<file path="config.mk">
export PLATFORM = sky130hd
export DESIGN_NAME = assoc_branch_target_buffer
export DESIGN_NICKNAME = d
export VERILOG_FILES = /design/src/rtl/btb_pkg.sv /design/src/rtl/btb_victim_select.sv /design/src/rtl/assoc_branch_target_buffer.sv
export SDC_FILE = /design/constraint.sdc
export NUM_CORES = 2
export LEC_CHECK = 0
export BUFFER_PORTS_ARGS = -buffer_cell sky130_fd_sc_hd__buf_2
export CAP_MARGIN = 20
export CORE_MARGIN = 1
export CORE_UTILIZATION = 54
export DETAILED_ROUTE_END_ITERATION = 6
export PLACE_DENSITY = 0.7
export SETUP_SLACK_MARGIN = 0.3
export SLEW_MARGIN = 20
export SYNTH_ARGS = -nofsm -noshare
export SYNTH_HDL_FRONTEND = slang
export SYNTH_SLANG_ARGS = --single-unit
export TNS_END_PERCENT = 10
</file>
<file path="constraint.sdc">
create_clock -name clk -period 6 [get_ports clk]
set_input_delay 0.3 -clock clk [delete_from_list [all_inputs] [get_ports clk]]
set_output_delay 0.3 -clock clk [all_outputs]
set_load 0.02 [all_outputs]
</file>
<file path="src/rtl/btb_pkg.sv">
// Shared types and constants for the set-associative branch target buffer.
package btb_pkg;

  typedef enum logic {
    BTB_INIT,
    BTB_READY
  } btb_state_e;

  localparam logic [1:0] CTR_WEAK_TAKEN = 2'b10;
  localparam logic [1:0] CTR_MAX        = 2'b11;

endpackage

</file>
<file path="src/rtl/btb_victim_select.sv">
// Victim way choice for one set: lowest-index invalid way, otherwise the
// round-robin way, in which case a valid entry is evicted.
module btb_victim_select #(
  parameter int unsigned WAYS = 2,
  parameter int unsigned RR_W = $clog2(WAYS)
) (
  input  logic [WAYS-1:0] valid_i,
  input  logic [RR_W-1:0] rr_i,
  output logic [RR_W-1:0] victim_o,
  output logic            evict_o
);

  always_comb begin
    victim_o = rr_i;
    evict_o  = &valid_i;
    // Scan downward so the lowest invalid way wins.
    for (int w = WAYS - 1; w >= 0; w--) begin
      if (!valid_i[w]) victim_o = RR_W'(w);
    end
  end

endmodule

</file>
<file path="src/rtl/assoc_branch_target_buffer.sv">
// Set-associative BTB with round-robin replacement and a sweep-based invalidation.
// Define BTB_COUNTER_EN for 2-bit direction counters instead of a last-outcome flag.
module assoc_branch_target_buffer
  import btb_pkg::*;
#(
  parameter int unsigned PC_W      = 16,
  parameter int unsigned SETS_LOG2 = 4,
  parameter int unsigned WAYS      = 2
) (
  input  logic            clk,
  input  logic            n_rst,
  input  logic            flush,
  input  logic [PC_W-1:0] pc,
  output logic            hit,
  output logic            branch,
  output logic [PC_W-1:0] target,
  output logic            ready,
  input  logic            fb_valid,
  input  logic [PC_W-1:0] fb_pc,
  input  logic            fb_taken,
  input  logic [PC_W-1:0] fb_target
);

  localparam int unsigned SETS  = 1 << SETS_LOG2;
  localparam int unsigned TAG_W = PC_W - SETS_LOG2;
  localparam int unsigned RR_W  = $clog2(WAYS);
`ifdef BTB_COUNTER_EN
  localparam int unsigned DIR_W = 2;
`else
  localparam int unsigned DIR_W = 1;
`endif

  typedef struct packed {
    logic             valid;
    logic [TAG_W-1:0] tag;
    logic [PC_W-1:0]  target;
    logic [DIR_W-1:0] dir;
  } entry_t;

  entry_t           mem_q  [SETS][WAYS];
  entry_t           mem_d  [SETS][WAYS];
  logic [RR_W-1:0]  rr_q   [SETS];
  logic [RR_W-1:0]  rr_d   [SETS];
  btb_state_e       state_q, state_d;
  logic [SETS_LOG2-1:0] init_idx_q, init_idx_d;

  logic [SETS_LOG2-1:0] lk_idx, fb_idx;
  logic [TAG_W-1:0]     lk_tag, fb_tag;
  logic                 fb_hit, fb_alloc, fb_evict;
  logic [RR_W-1:0]      fb_way, fb_victim;
  logic [WAYS-1:0]      fb_set_valid;
  logic [DIR_W-1:0]     dir_init;

  assign lk_idx = pc[SETS_LOG2-1:0];
  assign lk_tag = pc[PC_W-1:SETS_LOG2];
  assign fb_idx = fb_pc[SETS_LOG2-1:0];
  assign fb_tag = fb_pc[PC_W-1:SETS_LOG2];
  assign ready  = n_rst && (state_q == BTB_READY);

`ifdef BTB_COUNTER_EN
  assign fb_alloc = fb_taken;
  assign dir_init = CTR_WEAK_TAKEN;
`else
  assign fb_alloc = 1'b1;
  assign dir_init = fb_taken;
`endif

  // Lookup; tags are unique per set so the OR-style select is safe.
  always_comb begin
    hit    = 1'b0;
    branch = 1'b0;
    target = '0;
    if (ready) begin
      for (int w = 0; w < WAYS; w++) begin
        if (mem_q[lk_idx][w].valid && mem_q[lk_idx][w].tag == lk_tag) begin
          hit    = 1'b1;
          branch = mem_q[lk_idx][w].dir[DIR_W-1];
          target = mem_q[lk_idx][w].target;
        end
      end
    end
  end

  always_comb begin
    fb_hit = 1'b0;
    fb_way = '0;
    for (int w = 0; w < WAYS; w++) begin
      fb_set_valid[w] = mem_q[fb_idx][w].valid;
      if (mem_q[fb_idx][w].valid && mem_q[fb_idx][w].tag == fb_tag) begin
        fb_hit = 1'b1;
        fb_way = RR_W'(w);
      end
    end
  end

  btb_victim_select #(
    .WAYS (WAYS),
    .RR_W (RR_W)
  ) u_victim (
    .valid_i  (fb_set_valid),
    .rr_i     (rr_q[fb_idx]),
    .victim_o (fb_victim),
    .evict_o  (fb_evict)
  );

  always_comb begin
    state_d    = state_q;
    init_idx_d = init_idx_q;
    mem_d      = mem_q;
    rr_d       = rr_q;
    unique case (state_q)
      BTB_INIT: begin
        for (int w = 0; w < WAYS; w++) mem_d[init_idx_q][w].valid = 1'b0;
        rr_d[init_idx_q] = '0;
        if (flush) begin
          init_idx_d = '0;
        end else begin
          init_idx_d = init_idx_q + 1'b1;
          if (init_idx_q == '1) state_d = BTB_READY;
        end
      end
      BTB_READY: begin
        if (fb_valid) begin
          if (fb_hit) begin
            if (fb_taken) mem_d[fb_idx][fb_way].target = fb_target;
`ifdef BTB_COUNTER_EN
            if (fb_taken && mem_q[fb_idx][fb_way].dir != CTR_MAX) begin
              mem_d[fb_idx][fb_way].dir = mem_q[fb_idx][fb_way].dir + 1'b1;
            end else if (!fb_taken && mem_q[fb_idx][fb_way].dir != '0) begin
              mem_d[fb_idx][fb_way].dir = mem_q[fb_idx][fb_way].dir - 1'b1;
            end
`else
            mem_d[fb_idx][fb_way].dir = fb_taken;
`endif
          end else if (fb_alloc) begin
            mem_d[fb_idx][fb_victim] = '{valid: 1'b1, tag: fb_tag, target: fb_target,
                                         dir: dir_init};
            if (fb_evict) rr_d[fb_idx] = rr_q[fb_idx] + 1'b1;
          end
        end
        if (flush) begin
          state_d    = BTB_INIT;
          init_idx_d = '0;
        end
      end
      default: state_d = BTB_INIT;
    endcase
  end

  always_ff @(posedge clk) begin
    if (!n_rst) begin
      state_q    <= BTB_INIT;
      init_idx_q <= '0;
    end else begin
      state_q    <= state_d;
      init_idx_q <= init_idx_d;
    end
  end

  // Entry storage is not reset; the sweep invalidates it. Writes are dropped under reset.
  always_ff @(posedge clk) begin
    if (n_rst) begin
      mem_q <= mem_d;
      rr_q  <= rr_d;
    end
  end

endmodule

</file>
==> reports/qor.csv <==
stage,metric,value,unit
worst_setup_path,Critical Path Sink Type,primary output,
routing,DRC violations left,0,
clocking,clk buf depth,3,
worst_setup_path,CP arrival,4.91,ns
routing,Pre-antenna DRT Iters,7,
final_layout,design area,56170,um2
yosys,Mapped Nets,3797,
grt,vias in the first global route,34970,
sta,fin crit period,5.210,ns
floorplan,die height,310.3,um
worst_setup_path,"Slowest-stage cell, CP",nand3_1,
yosys,Syn. warnings,0,
yosys,Synth top area share,57.11,%
placed_design,post-DP HPWL,112500,um
routing,Initial DRC Count,7006,
sta,"Setup violations, final",0,
yosys,commonest cells in the netlist,"976 x edfxtp_1, 381 x mux4_2, 307 x nor2_1",
worst_setup_path,WP buf/inv,3,
yosys,"EDFF count, synth",976,
placed_design,Buffers on Ports,71,
floorplan,Row Count,112,
final_layout,Nets,3692,
sta,Max Fclk,0.1919,GHz
routing,routed vias,37350,
sta,final hold violation count,0,
final_layout,layout cells sized above 1,24.31,%
yosys,Synth Instances,3740,
clocking,clock sinks,981,
placed_design,gpl congestion,1.009,
worst_setup_path,CP top delay family,compound AO/OA/AOI/OAI gates,
yosys,Area contributors post-synth,"edfxtp_1 57%, mux4_2 17%, a211oi_1 3.3%",
floorplan,# IOs,72,
routing,routed vias/inst,7.510,
sta,RSZ-0062 raised after global routing,no,
final_layout,fin cells,4973,
clocking,Worst-Skew Late Latency,0.70,ns
worst_setup_path,Worst Path Max Fanout,70,
clocking,"Reg clk slew, reported paths",0.06,ns
yosys,Post-Syn Area per Cell,13.72,um2
worst_setup_path,worst path cell trace,buf_8 -> buf_12 -> mux4_2 -> mux2i_1 -> xor2_1 -> o221ai_1 -> o21ai_0 -> nand3_1 -> o211ai_1 -> a21oi_1 -> buf_2,
clocking,setup bufs post-CTS,0,
routing,Detail Route Antenna Nets,0,
floorplan,die area,96270,um2
clocking,CTS Root Cell,clkbuf_16,
final_layout,Syn-to-layout area delta,9.450,%
worst_setup_path,required time worst endpoint,5.70,ns
power,Pwr Density,261.1,nW/um2
worst_setup_path,CP peak stage delay,0.77,ns
final_layout,fillcell total,7089,
yosys,Synth async-reset ratio,0,%
grt,largest net degree at the start of global routing,206,
floorplan,Starting Density,54.74,%
yosys,top cell type by total area after synthesis,edfxtp_1,
worst_setup_path,critical path launch point type,input pin,
clocking,CTS tree,yes,
clocking,H-tree depth,3,
hold_path,HP Class,input pin to flip-flop,
grt,GRT Total Usage,37.36,%
yosys,"Top FF cell, synth",edfxtp_1,
floorplan,Die Width,310.3,um
yosys,cell area after synthesis,51320,um2
routing,Routed wire per std cell,36.11,um
floorplan,core area,93750,um2
clocking,CTS Buf Count,100,
yosys,"Seq/Total Area, Yosys",57.31,%
sta,Total Negative Setup Slacks,0,ns
sta,final period utilization,86.84,%
yosys,post-synth cell types,72,
status,status,"complete, no violations",
placed_design,placed instance area,52930,um2
routing,drt total wl,179600,um
grt,initial antenna violation count,12,
placed_design,Post-Place Cells,4786,
yosys,number of synthesized register bits,981,
power,Worst VDD drop,0.0002208,V
power,Pleak,19.06,nW
job,# Max-Cap Violations,0,
yosys,cell with the most instances after synthesis,edfxtp_1,
sta,Slew Limit Fails,0,
worst_setup_path,kind of critical path,input pin to primary output,
sta,max_slew headroom,10.99,%
grt,first-pass GRT wire length,252900,um
sta,skew final,0.02788,ns
grt,gr ovfl total,0,
sta,worst slew pin tran,1.325,ns
## metal layers
layer | up-vias | track usage, % | routed length, um | part of all wire, %
met5 | - | 0.6572 | 168 | 0.094
met4 | 16 | 14.27 | 8047 | 4.5
met3 | 572 | 15.79 | 32130 | 18
met2 | 3374 | 52.01 | 75740 | 42
met1 | 18690 | 52.01 | 63510 | 35
li1 | 14700 | - | - | -
## power by group
part           leakage, nW  total, mW  switching, mW  internal [mW]
sequential            11.3       7.43        0.00574           7.43
clock                 1.57       6.31           2.72           3.58
combinational         6.22      0.925          0.669          0.256
## area by class of cell
type	count	area, um2	area share, %
antenna	4	10.01	0.01782
clock buffer	125	2639	4.698
clock inverter	57	575.6	1.025
inverter	31	118.9	0.2116
multi-input combinational	2261	19900	35.42
sequential	981	29410	52.36
tap	1254	1569	2.793
timing repair buffer	260	1948	3.468
## metrics by stage
| step | power [mW] | util (%) | hold WS [ns] | setup WS, ns |
|---|---|---|---|---|
| floorplan | 8.204 | - | 0.5176 | 1.722 |
| CTS | 14.62 | 59.90 | 0.01124 | 1.159 |
| global placement | 8.463 | 56.45 | 0.5500 | 0.7499 |
| detailed placement | 8.466 | 56.46 | 0.5590 | 0.7780 |
| finish | 14.67 | 59.91 | 0.03000 | 0.7897 |
| global route | 14.91 | 59.91 | 0.03815 | 0.7973 |
## cell families (layout without fill, tap and decap cells)
logic type / count (synthesis) / count (layout) / synth area share, %
AOI/OAI and AO/OA: 461 / 461 / 6.249
xor gates and xnor gates: 53 / 53 / 0.9046
adders and majority gates: 4 / 4 / 0.09753
buffers and inverters: 498 / 473 / 4.733
DFF: 981 / 981 / 57.31
muxes: 498 / 498 / 19.03
other: 0 / 4 / 0
and+or+nand+nor: 1245 / 1245 / 11.67
## state kept, by name, indices dropped and copies added, names as in the netlist
name,cells
rr_q,16
init_idx_q,4
state_q,1
mem_q,960
## worst min-delay path: stages
cell and delay (ns):
buf_2 0.14, nand2b_1 0.17, a21oi_1 0.06
## worst paths after layout
path	startpoint	to	slack (ns)	cells after the start
worst max-delay path	pc[1]	target[2]	0.79	11
worst min-delay path	n_rst	state_q$_SDFF_PN0_	0.03	3
worst max register to register	mem_q[503]$_DFFE_PP_	mem_q[310]$_DFFE_PP_	1.42	11
worst min register to register	init_idx_q[3]$_SDFFE_PN0P_	init_idx_q[3]$_SDFFE_PN0P_	0.57	2
## repair_timing
item | 4_1_cts | 5_1_grt
hold buffers | 1 | 0
endpoints found under the hold margin | 5 | 0
gates resized for setup | 0 | 0
## placed cells by master, fill, tap and decap left out, drive strengths merged, types with 15 or more instances in the layout
cell / instances
a22oi: 15
o211ai: 20
mux4: 381
edfxtp: 976
clkbuf: 125
nand2: 288
o21ai: 28
nor2b: 31
nor3: 252
inv: 29
xnor2: 40
nand4: 26
nand3: 28
nor2: 308
buf: 259
clkinv: 47
a21oi: 103
mux2i: 104
nor4: 262
a211oi: 227
and3: 18
Note: power is estimated with default switching activity, not from simulation.
